`config.mk`:
```
export PLATFORM = sky130hd
export DESIGN_NAME = uart_frame_ctrl
export DESIGN_NICKNAME = d
export VERILOG_FILES = /design/src/rtl/uart_frame_ctrl.sv
export SDC_FILE = /design/constraint.sdc
export NUM_CORES = 1
export LEC_CHECK = 0
export CORE_AREA = 2 2 109 111
export CTS_BUF_LIST = sky130_fd_sc_hd__clkbuf_4 sky130_fd_sc_hd__clkbuf_8
export CTS_CLUSTER_SIZE = 10
export DETAILED_ROUTE_END_ITERATION = 8
export DIE_AREA = 0 0 111 113
export PLACE_DENSITY = 0.69
export REMOVE_ABC_BUFFERS = 1
export SETUP_SLACK_MARGIN = 0.05
export SYNTH_ARGS = -nofsm -noshare
export SYNTH_HDL_FRONTEND = slang
export SYNTH_SLANG_ARGS = --single-unit
```
`constraint.sdc`:
```
create_clock -name sys_clk -period 5.4 [get_ports sys_clk]
set_clock_uncertainty 0.2 [all_clocks]
set_input_delay 1.62 -clock sys_clk [delete_from_list [all_inputs] [get_ports sys_clk]]
set_output_delay 1.62 -clock sys_clk [all_outputs]
set_load 0.02 [all_outputs]
```
`src/rtl/uart_frame_ctrl.sv`:
```
// -----------------------------------------------------------------------------
// uart_frame_ctrl
//
// Command-frame controller sitting between a UART byte receiver and a 6-digit
// seven-segment display driver. Frames are six bytes: AA, CMD, D2, D1, D0, CHK.
// CHK is the 8-bit wrapping sum of CMD+D2+D1+D0. A frame that passes the
// checksum is executed in a single EXEC cycle, which is the only place the
// display configuration registers are written. Every frame outcome (accepted,
// checksum error, bad command/range, inter-byte timeout) produces exactly one
// single-cycle frame_ok or frame_err pulse, and err_code records the last
// outcome.
//
// Handshake: pi_flag is a one-cycle strobe qualifying pi_data. There is no
// back-pressure; a byte is consumed on the cycle pi_flag is high, except in
// EXEC, where it is dropped.
//
// Ports
//   sys_clk      in   1   system clock
//   sys_rst_n    in   1   asynchronous active-low reset
//   pi_data      in   8   received byte
//   pi_flag      in   1   pi_data valid strobe
//   data         out  20  display value, binary, 0..DATA_MAX
//   point        out  6   decimal-point enable per digit, bit0 = rightmost
//   sign         out  1   1 = show minus sign
//   seg_en       out  1   1 = display on
//   frame_ok     out  1   one-cycle pulse: frame accepted and applied
//   frame_err    out  1   one-cycle pulse: frame rejected
//   err_code     out  2   last error: 00 none, 01 checksum, 10 cmd/range, 11 timeout
//   o_dbg_state  out  3   current FSM state (IDLE=0, CMD=1, D2=2, D1=3, D0=4,
//                         CHK=5, EXEC=6)
// -----------------------------------------------------------------------------
module uart_frame_ctrl #(
    parameter int unsigned TIMEOUT_MAX = 500_000,
    parameter int unsigned DATA_MAX    = 999_999
) (
    input  logic        sys_clk,
    input  logic        sys_rst_n,
    input  logic [7:0]  pi_data,
    input  logic        pi_flag,
    output logic [19:0] data,
    output logic [5:0]  point,
    output logic        sign,
    output logic        seg_en,
    output logic        frame_ok,
    output logic        frame_err,
    output logic [1:0]  err_code,
    output logic [2:0]  o_dbg_state
);

    typedef enum logic [2:0] {
        S_IDLE = 3'd0,
        S_CMD  = 3'd1,
        S_D2   = 3'd2,
        S_D1   = 3'd3,
        S_D0   = 3'd4,
        S_CHK  = 3'd5,
        S_EXEC = 3'd6
    } state_t;

    localparam logic [7:0]  SYNC_BYTE = 8'hAA;
    localparam logic [19:0] CNT_LAST  = 20'(TIMEOUT_MAX - 1);
    localparam logic [19:0] VALUE_MAX = 20'(DATA_MAX);

    localparam logic [1:0] ERR_NONE    = 2'b00;
    localparam logic [1:0] ERR_CHKSUM  = 2'b01;
    localparam logic [1:0] ERR_CMD     = 2'b10;
    localparam logic [1:0] ERR_TIMEOUT = 2'b11;

    state_t      r_state;
    state_t      w_next_state;
    logic [19:0] r_cnt;
    logic [7:0]  r_cmd;
    logic [7:0]  r_d2;
    logic [7:0]  r_d1;
    logic [7:0]  r_d0;

    logic        w_active;
    logic        w_timeout;
    logic [7:0]  w_sum;
    logic [19:0] w_value;
    logic        w_ok;
    logic        w_err;
    logic [1:0]  w_err_code;
    logic        w_ld_data;
    logic        w_ld_point;
    logic        w_ld_ctrl;

    // The inter-byte timer only matters while a frame is partially received.
    assign w_active  = (r_state == S_CMD) || (r_state == S_D2) || (r_state == S_D1) ||
                       (r_state == S_D0)  || (r_state == S_CHK);
    // A byte arriving on the expiry cycle takes priority over the timeout.
    assign w_timeout = w_active && !pi_flag && (r_cnt == CNT_LAST);

    assign w_sum   = r_cmd + r_d2 + r_d1 + r_d0;
    assign w_value = {r_d2[3:0], r_d1, r_d0};

    assign o_dbg_state = r_state;

    // -------------------------------------------------------------------------
    // FSM: state register
    // -------------------------------------------------------------------------
    always_ff @(posedge sys_clk or negedge sys_rst_n) begin
        if (!sys_rst_n) begin
            r_state <= S_IDLE;
        end else begin
            r_state <= w_next_state;
        end
    end

    // -------------------------------------------------------------------------
    // FSM: next state and per-cycle actions
    // -------------------------------------------------------------------------
    always_comb begin
        w_next_state = r_state;
        w_ok         = 1'b0;
        w_err        = 1'b0;
        w_err_code   = ERR_NONE;
        w_ld_data    = 1'b0;
        w_ld_point   = 1'b0;
        w_ld_ctrl    = 1'b0;

        unique case (r_state)
            S_IDLE: begin
                if (pi_flag && (pi_data == SYNC_BYTE)) begin
                    w_next_state = S_CMD;
                end
            end

            // 0xAA is plain payload in these states; no resync mid-frame.
            S_CMD, S_D2, S_D1, S_D0: begin
                if (pi_flag) begin
                    w_next_state = state_t'(r_state + 3'd1);
                end else if (w_timeout) begin
                    w_next_state = S_IDLE;
                    w_err        = 1'b1;
                    w_err_code   = ERR_TIMEOUT;
                end
            end

            S_CHK: begin
                if (pi_flag) begin
                    if (pi_data == w_sum) begin
                        w_next_state = S_EXEC;
                    end else begin
                        w_next_state = S_IDLE;
                        w_err        = 1'b1;
                        w_err_code   = ERR_CHKSUM;
                    end
                end else if (w_timeout) begin
                    w_next_state = S_IDLE;
                    w_err        = 1'b1;
                    w_err_code   = ERR_TIMEOUT;
                end
            end

            S_EXEC: begin
                w_next_state = S_IDLE;
                unique case (r_cmd)
                    8'h01: begin
                        // Upper nibble of D2 must be zero, and the value must
                        // fit the six decimal digits.
                        if ((r_d2[7:4] == 4'd0) && (w_value <= VALUE_MAX)) begin
                            w_ld_data = 1'b1;
                            w_ok      = 1'b1;
                        end else begin
                            w_err      = 1'b1;
                            w_err_code = ERR_CMD;
                        end
                    end
                    8'h02: begin
                        w_ld_point = 1'b1;
                        w_ok       = 1'b1;
                    end
                    8'h03: begin
                        w_ld_ctrl = 1'b1;
                        w_ok      = 1'b1;
                    end
                    default: begin
                        w_err      = 1'b1;
                        w_err_code = ERR_CMD;
                    end
                endcase
            end

            default: begin
                w_next_state = S_IDLE;
            end
        endcase
    end

    // -------------------------------------------------------------------------
    // Inter-byte timeout counter
    // -------------------------------------------------------------------------
    always_ff @(posedge sys_clk or negedge sys_rst_n) begin
        if (!sys_rst_n) begin
            r_cnt <= '0;
        end else if (!w_active || pi_flag || w_timeout) begin
            r_cnt <= '0;
        end else begin
            r_cnt <= r_cnt + 20'd1;
        end
    end

    // -------------------------------------------------------------------------
    // Frame byte capture
    // -------------------------------------------------------------------------
    always_ff @(posedge sys_clk or negedge sys_rst_n) begin
        if (!sys_rst_n) begin
            r_cmd <= '0;
            r_d2  <= '0;
            r_d1  <= '0;
            r_d0  <= '0;
        end else if (pi_flag) begin
            case (r_state)
                S_CMD:   r_cmd <= pi_data;
                S_D2:    r_d2  <= pi_data;
                S_D1:    r_d1  <= pi_data;
                S_D0:    r_d0  <= pi_data;
                default: ;
            endcase
        end
    end

    // -------------------------------------------------------------------------
    // Result pulses, error code and display configuration
    // -------------------------------------------------------------------------
    always_ff @(posedge sys_clk or negedge sys_rst_n) begin
        if (!sys_rst_n) begin
            frame_ok  <= 1'b0;
            frame_err <= 1'b0;
            err_code  <= ERR_NONE;
            data      <= '0;
            point     <= '0;
            sign      <= 1'b0;
            seg_en    <= 1'b1;
        end else begin
            frame_ok  <= w_ok;
            frame_err <= w_err;
            if (w_ok) begin
                err_code <= ERR_NONE;
            end else if (w_err) begin
                err_code <= w_err_code;
            end
            if (w_ld_data) begin
                data <= w_value;
            end
            if (w_ld_point) begin
                point <= r_d0[5:0];
            end
            if (w_ld_ctrl) begin
                seg_en <= r_d0[0];
                sign   <= r_d0[1];
            end
        end
    end

endmodule
```
# Word-level counts from Yosys, hierarchy flattened
# Cells that the tools add are included.
[op_classes] addsub=5 n_lt_le_gt_ge=1 n_eq_ne=13 muxes=32 n_reduce_logical=21
[ops] cell="8-bit adder" count=3
[ops] cell="20-bit by 1-bit adder with 20-bit output, second input constant" count=1
[ops] cell="20-bit by 19-bit == test with 1-bit output, second input constant" count=1
[ops] cell="20-bit less-or-equal comparator, second input constant" count=1
[ops] cell="20-bit 2-to-1 mux" count=1
[ops] cell="8-bit by 2-bit == test with 1-bit output, second input constant" count=2
[ops] cell="3-bit 2-to-1 mux" count=5
[ops] cell="1-bit 2-to-1 mux" count=14
[ops] cell="2-bit 2-to-1 mux" count=6
[ops] cell="3-bit == test, second input constant" count=3
[ops] cell="3-bit one-hot mux with 3 select lines" count=1
[ops] cell="8-bit by 1-bit == test with 1-bit output, second input constant" count=1
[ops] cell="8-bit == test" count=1
[ops] cell="8-bit == test, second input constant" count=1
[ops] cell="2-bit AND reduction" count=4
[ops] cell="3-bit by 2-bit == test with 1-bit output, second input constant" count=2
[ops] cell="1-bit logical OR" count=6
[ops] cell="2-bit one-hot mux with 3 select lines" count=1
[ops] cell="1-bit logical AND" count=4
[ops] cell="4-bit logical NOT" count=1
[ops] cell="1-bit one-hot mux with 2 select lines" count=2
[ops] cell="2-bit one-hot mux with 2 select lines" count=1
[ops] cell="4-bit OR reduction" count=1
[ops] cell="3-bit by 1-bit adder with 3-bit output, second input constant" count=1
[ops] cell="other kinds (7)" count=8
[word_totals] ff_bits=87

# Depth between registers and ports, before layout
[depth] depth_word=12 mapped_depth=12 mapped_depth_nobuf=12

# Worst setup path before layout
# No wires, ideal clock.
[synth_path] path_type="register to register" from="register r_cmd[1]" to="register r_state[2], in the netlist o_dbg_state[2]" setup_time_ps=111 arrival_ps=3668 required_ps=5089 setup_slack_ps=1420 path_stages_with_launch=12 path_cell_list="dfrtp_1 > fa_1 > inv_1 > fa_1 > inv_1 > ha_1 > fa_1 > xor2_1 > a2111oi_2 > o2111ai_1 > or4_1 > a2111oi_2"
[synth_between] elab_chain_len=7
[synth_lines] item="from (decl)" line="72" text="logic [7:0] r_cmd;"
[synth_lines] item="from (signal assigned)" line="215" text="S_CMD: r_cmd <= pi_data;"
[synth_lines] item="8-bit adder (3 in a row)" line="94" text="assign w_sum = r_cmd + r_d2 + r_d1 + r_d0;"
[synth_lines] item="8-bit == test" line="142" text="if (pi_data == w_sum) begin"
[synth_lines] item="3-bit 2-to-1 mux" line="142"
[synth_lines] item="3-bit 2-to-1 mux" line="141" text="if (pi_flag) begin"
[synth_lines] item="3-bit one-hot mux with 3 select lines" line="122" text="unique case (r_state)"
[synth_lines] item="to (signal assigned)" line="106" text="r_state <= w_next_state;"
[synth_lines] item="to (decl)" line="69" text="state_t r_state;"
# Every way passes these cells.
# A chain may end at the register's enable or synchronous reset.

# Final worst setup path
# Same ends and word-level chain as after synthesis.

==> impl_metrics.env <==
export IMPL_status="finished clean"
export IMPL_max_freq_mhz=238
export IMPL_syn_avg_cell_area_sq_um=11.9
export IMPL_async_reset_ff_share_pct=100
export IMPL_drv_slew=0
export IMPL_end_kind="flip-flop"
export IMPL_critPathMaxStageDelay_ns=0.56
export IMPL_reg2reg_to="o_dbg_state[2]"
export IMPL_ys_ff_latch=87
export IMPL_grt_first_pass_wirelength_microns=15500
export IMPL_die_w_microns=111
export IMPL_gp_congestion=0.853
export IMPL_ys_warn_count=0
export IMPL_grt_pass1_vias=3091
export IMPL_cts_htree_levels=3
export IMPL_cts_buffers=9
export IMPL_whs_endpoint="r_cnt[0]"
export IMPL_cp_cell_sequence="fa_1 -> inv_1 -> fa_1 -> inv_1 -> ha_1 -> fa_1 -> a21o_1 -> a21oi_1 -> xnor2_1 -> o2111ai_1 -> or4_1 -> a2111oi_2"
export IMPL_grt_max_degree=60
export IMPL_powerDensity_nw_per_um2=504
export IMPL_clock_sinks=87
export IMPL_finalCritPeriodShare_pct=77.9
export IMPL_rsz0062_at_grt="false"
export IMPL_clk_path_buf_depth=2
export IMPL_grt_antenna_before_repair=0
export IMPL_worst_path_most_repeated_cell="fa_1"
export IMPL_fin_nets=464
export IMPL_gr_total_overflow=0
export IMPL_worst_path_max_fanout=8
export IMPL_synthXorXnorAreaFrac_pct=6.88
export IMPL_clk_pin_slew_worst_paths_ns=0.08
export IMPL_die_h_microns=113
export IMPL_placed_area_sq_um=5080
export IMPL_startpoint_type="flip-flop"
export IMPL_wirelength_microns=9080
export IMPL_fin_util_pct=46.7
export IMPL_synth_ff_type="dfrtp_1"
export IMPL_layout_drive_gt1_share_pct=15.8
export IMPL_route_detailed_drc=0
export IMPL_hold_class="flip-flop to flip-flop"
export IMPL_antenna_cells=0
export IMPL_finalNonFillerCells=574
export IMPL_synth_edf_count=0
export IMPL_ys_types=43
export IMPL_wl_per_cell_microns=15.8
export IMPL_post_cts_buffers=0
export IMPL_hold_violations=0
export IMPL_hold_path_startpoint="r_cnt[0]"
export IMPL_hold_buffers=0
export IMPL_syn_cell_area_sq_um=4460
export IMPL_synthSimpleGateAreaFrac_pct=12.4
export IMPL_start_util_pct=39.5
export IMPL_synth_top_area_cell="dfrtp_1"
export IMPL_synth_top_family_by_area="multiplexers"
export IMPL_avgViaCountPerCell=5.16
export IMPL_coreArea_sq_um=11300
export IMPL_pin_count=46
export IMPL_port_buffers=45
export IMPL_path_class="flip-flop to flip-flop"
export IMPL_max_slew_margin_pct=49.8
export IMPL_netlist_instances=374
export IMPL_root_buffer="clkbuf_8"
export IMPL_syn_to_final_growth_pct=18.0
export IMPL_synth_compound_area_share_pct=5.73
export IMPL_dp_cells=558
export IMPL_yosysTopAreaCellShare_pct=48.3
export IMPL_clock_latency_ns=0.37
export IMPL_worstMarginPinSlew_ns=0.754
export IMPL_yosys_mux_area_fraction_pct=14.1
export IMPL_post_cts_resized=0
export IMPL_track_usage_pct=15.8
export IMPL_final_cell_area_sq_um=5260
export IMPL_final_setup_viol_count=0
export IMPL_synth_area_leaders="dfrtp_1 (48%), mux2_2 (11%), fa_1 (6.3%)"
export IMPL_ant_nets=0
export IMPL_yosys_area_share_adder_pct=9.94
export IMPL_die_area_sq_um=12500
export IMPL_rows=39
export IMPL_drt_iter0_markers=150
export IMPL_dr_pass1_iters=4
export IMPL_dr_total_vias=2960
export IMPL_yosysSeqAreaShare_pct=48.9
export IMPL_p_leak_nw=2.34
export IMPL_min_period_ns=4.21
export IMPL_setup_tns_ns=0
export IMPL_reg2reg_from="r_cmd[1]"
export IMPL_ir_worst_vdd_v=0.000284
export IMPL_cts_tree="done"
export IMPL_hold_depth=1
export IMPL_worstPathArrival_ns=4.27
export IMPL_critPathSlowestCell="fa_1"
export IMPL_required_ns=5.46
export IMPL_reg2reg_depth=12
export IMPL_dp_hpwl_microns=6650
export IMPL_drv_cap=0
export IMPL_reg2reg_slack_ns=1.19
-- kinds of logic (layout without fill, tap and decap cells) --
family | count (synthesis) | after routing
simple gates | 107 | 107
mux | 56 | 56
buf+inv | 24 | 81
fa+ha+maj | 27 | 27
flops | 87 | 87
xor+xnor | 35 | 35
compound gates | 38 | 38
-- area by class of cell --
type                    count  area, sq um
multi-input cells         263         2190
well taps                 143          179
clock buffers              11          145
clock inverters             5         33.8
fillers                  1069         6010
inverters                  18         67.6
repair buffers             47          463
flip-flops and latches     87         2180
-- synth_stat cells (all sizes together), types with 4 or more instances --
cell     n
nor3     5
dfrtp   86
inv     18
ha      13
o21ai   11
xor2    19
fa      14
nor4     6
xnor2   16
nand3   14
clkbuf   4
nor2    33
a21oi    8
nand4    5
mux2    56
and3     4
nand2   22
-- per-stage QoR --
| step | hold WS (ns) | worst slack, ns | power (mW) |
|---|---|---|---|
| 2_1_floorplan | 0.254 | 1.42 | 1.95 |
| 3_3_place_gp | 0.263 | 1.25 | 2.21 |
| 3_5_place_dp | 0.274 | 1.22 | 2.26 |
| 4_1_cts | 0.293 | 1.20 | 2.69 |
| 5_1_grt | 0.309 | 0.979 | 2.90 |
| 6_report | 0.285 | 1.19 | 2.65 |
-- placed cells by master, fill, tap and decap left out, drive strengths merged, types with 4 or more instances in the layout --
cell | synthesis | routed
nand3 | 14 | 14
ha | 13 | 13
nor3 | 5 | 5
nor2 | 33 | 33
mux2 | 56 | 56
xnor2 | 16 | 16
and3 | 4 | 4
o21ai | 11 | 11
inv | 18 | 18
xor2 | 19 | 19
dfrtp | 86 | 86
a21oi | 8 | 8
clkbuf | 4 | 11
clkdlybuf4s50 | 0 | 44
fa | 14 | 14
nand4 | 5 | 5
nor4 | 6 | 6
nand2 | 22 | 22
-- sequential cells by signal, summed over array words and instances (netlist names) --
signal       flops
r_cnt           20
sign             1
frame_ok         1
r_d0             8
data            20
frame_err        1
o_dbg_state      3
seg_en           1
point            6
r_d2             8
r_cmd            8
err_code         2
r_d1             8
-- worst max-delay path, delay by kind of cell (launching register included) --
family | cells | cell delay, ns
buffers and inverters | 2 | 0.09
XOR/XNOR | 1 | 0.15
adder cells (fa/ha/maj) | 4 | 1.67
AND/OR/NAND/NOR | 1 | 0.53
flip-flops | 1 | 0.48
AO/OA/AOI/OAI | 4 | 0.97
-- power breakdown --
group	switching, mW	internal [mW]	leakage (nW)	total, mW
logic	0.717	0.620	1.09	1.34
registers	0.140	0.759	1.17	0.899
clock network	0.229	0.184	0.0887	0.413
total	1.09	1.56	2.34	2.65
-- layer usage --
metal / wire (microns) / GRT usage [%]
met1: 3990 / 19.3
met3: 413 / 4.87
met5: 0 / 0
met4: 202 / 5.50
met2: 4470 / 26.6
-- worst max-delay path by stage --
| stage | endpoint | from | depth (start not counted) |
|---|---|---|---|
| final | o_dbg_state[2] | r_cmd[1] | 12 |
| after global routing | o_dbg_state[2] | r_cmd[1] | 12 |
| after CTS | o_dbg_state[2] | r_cmd[1] | 11 |
| after detailed placement | o_dbg_state[2] | r_cmd[1] | 12 |
| after global placement | o_dbg_state[2] | pi_data[4] | 6 |
| after floorplan | o_dbg_state[2] | r_cmd[1] | 11 |
Note: power is estimated with default switching activity, not from simulation.
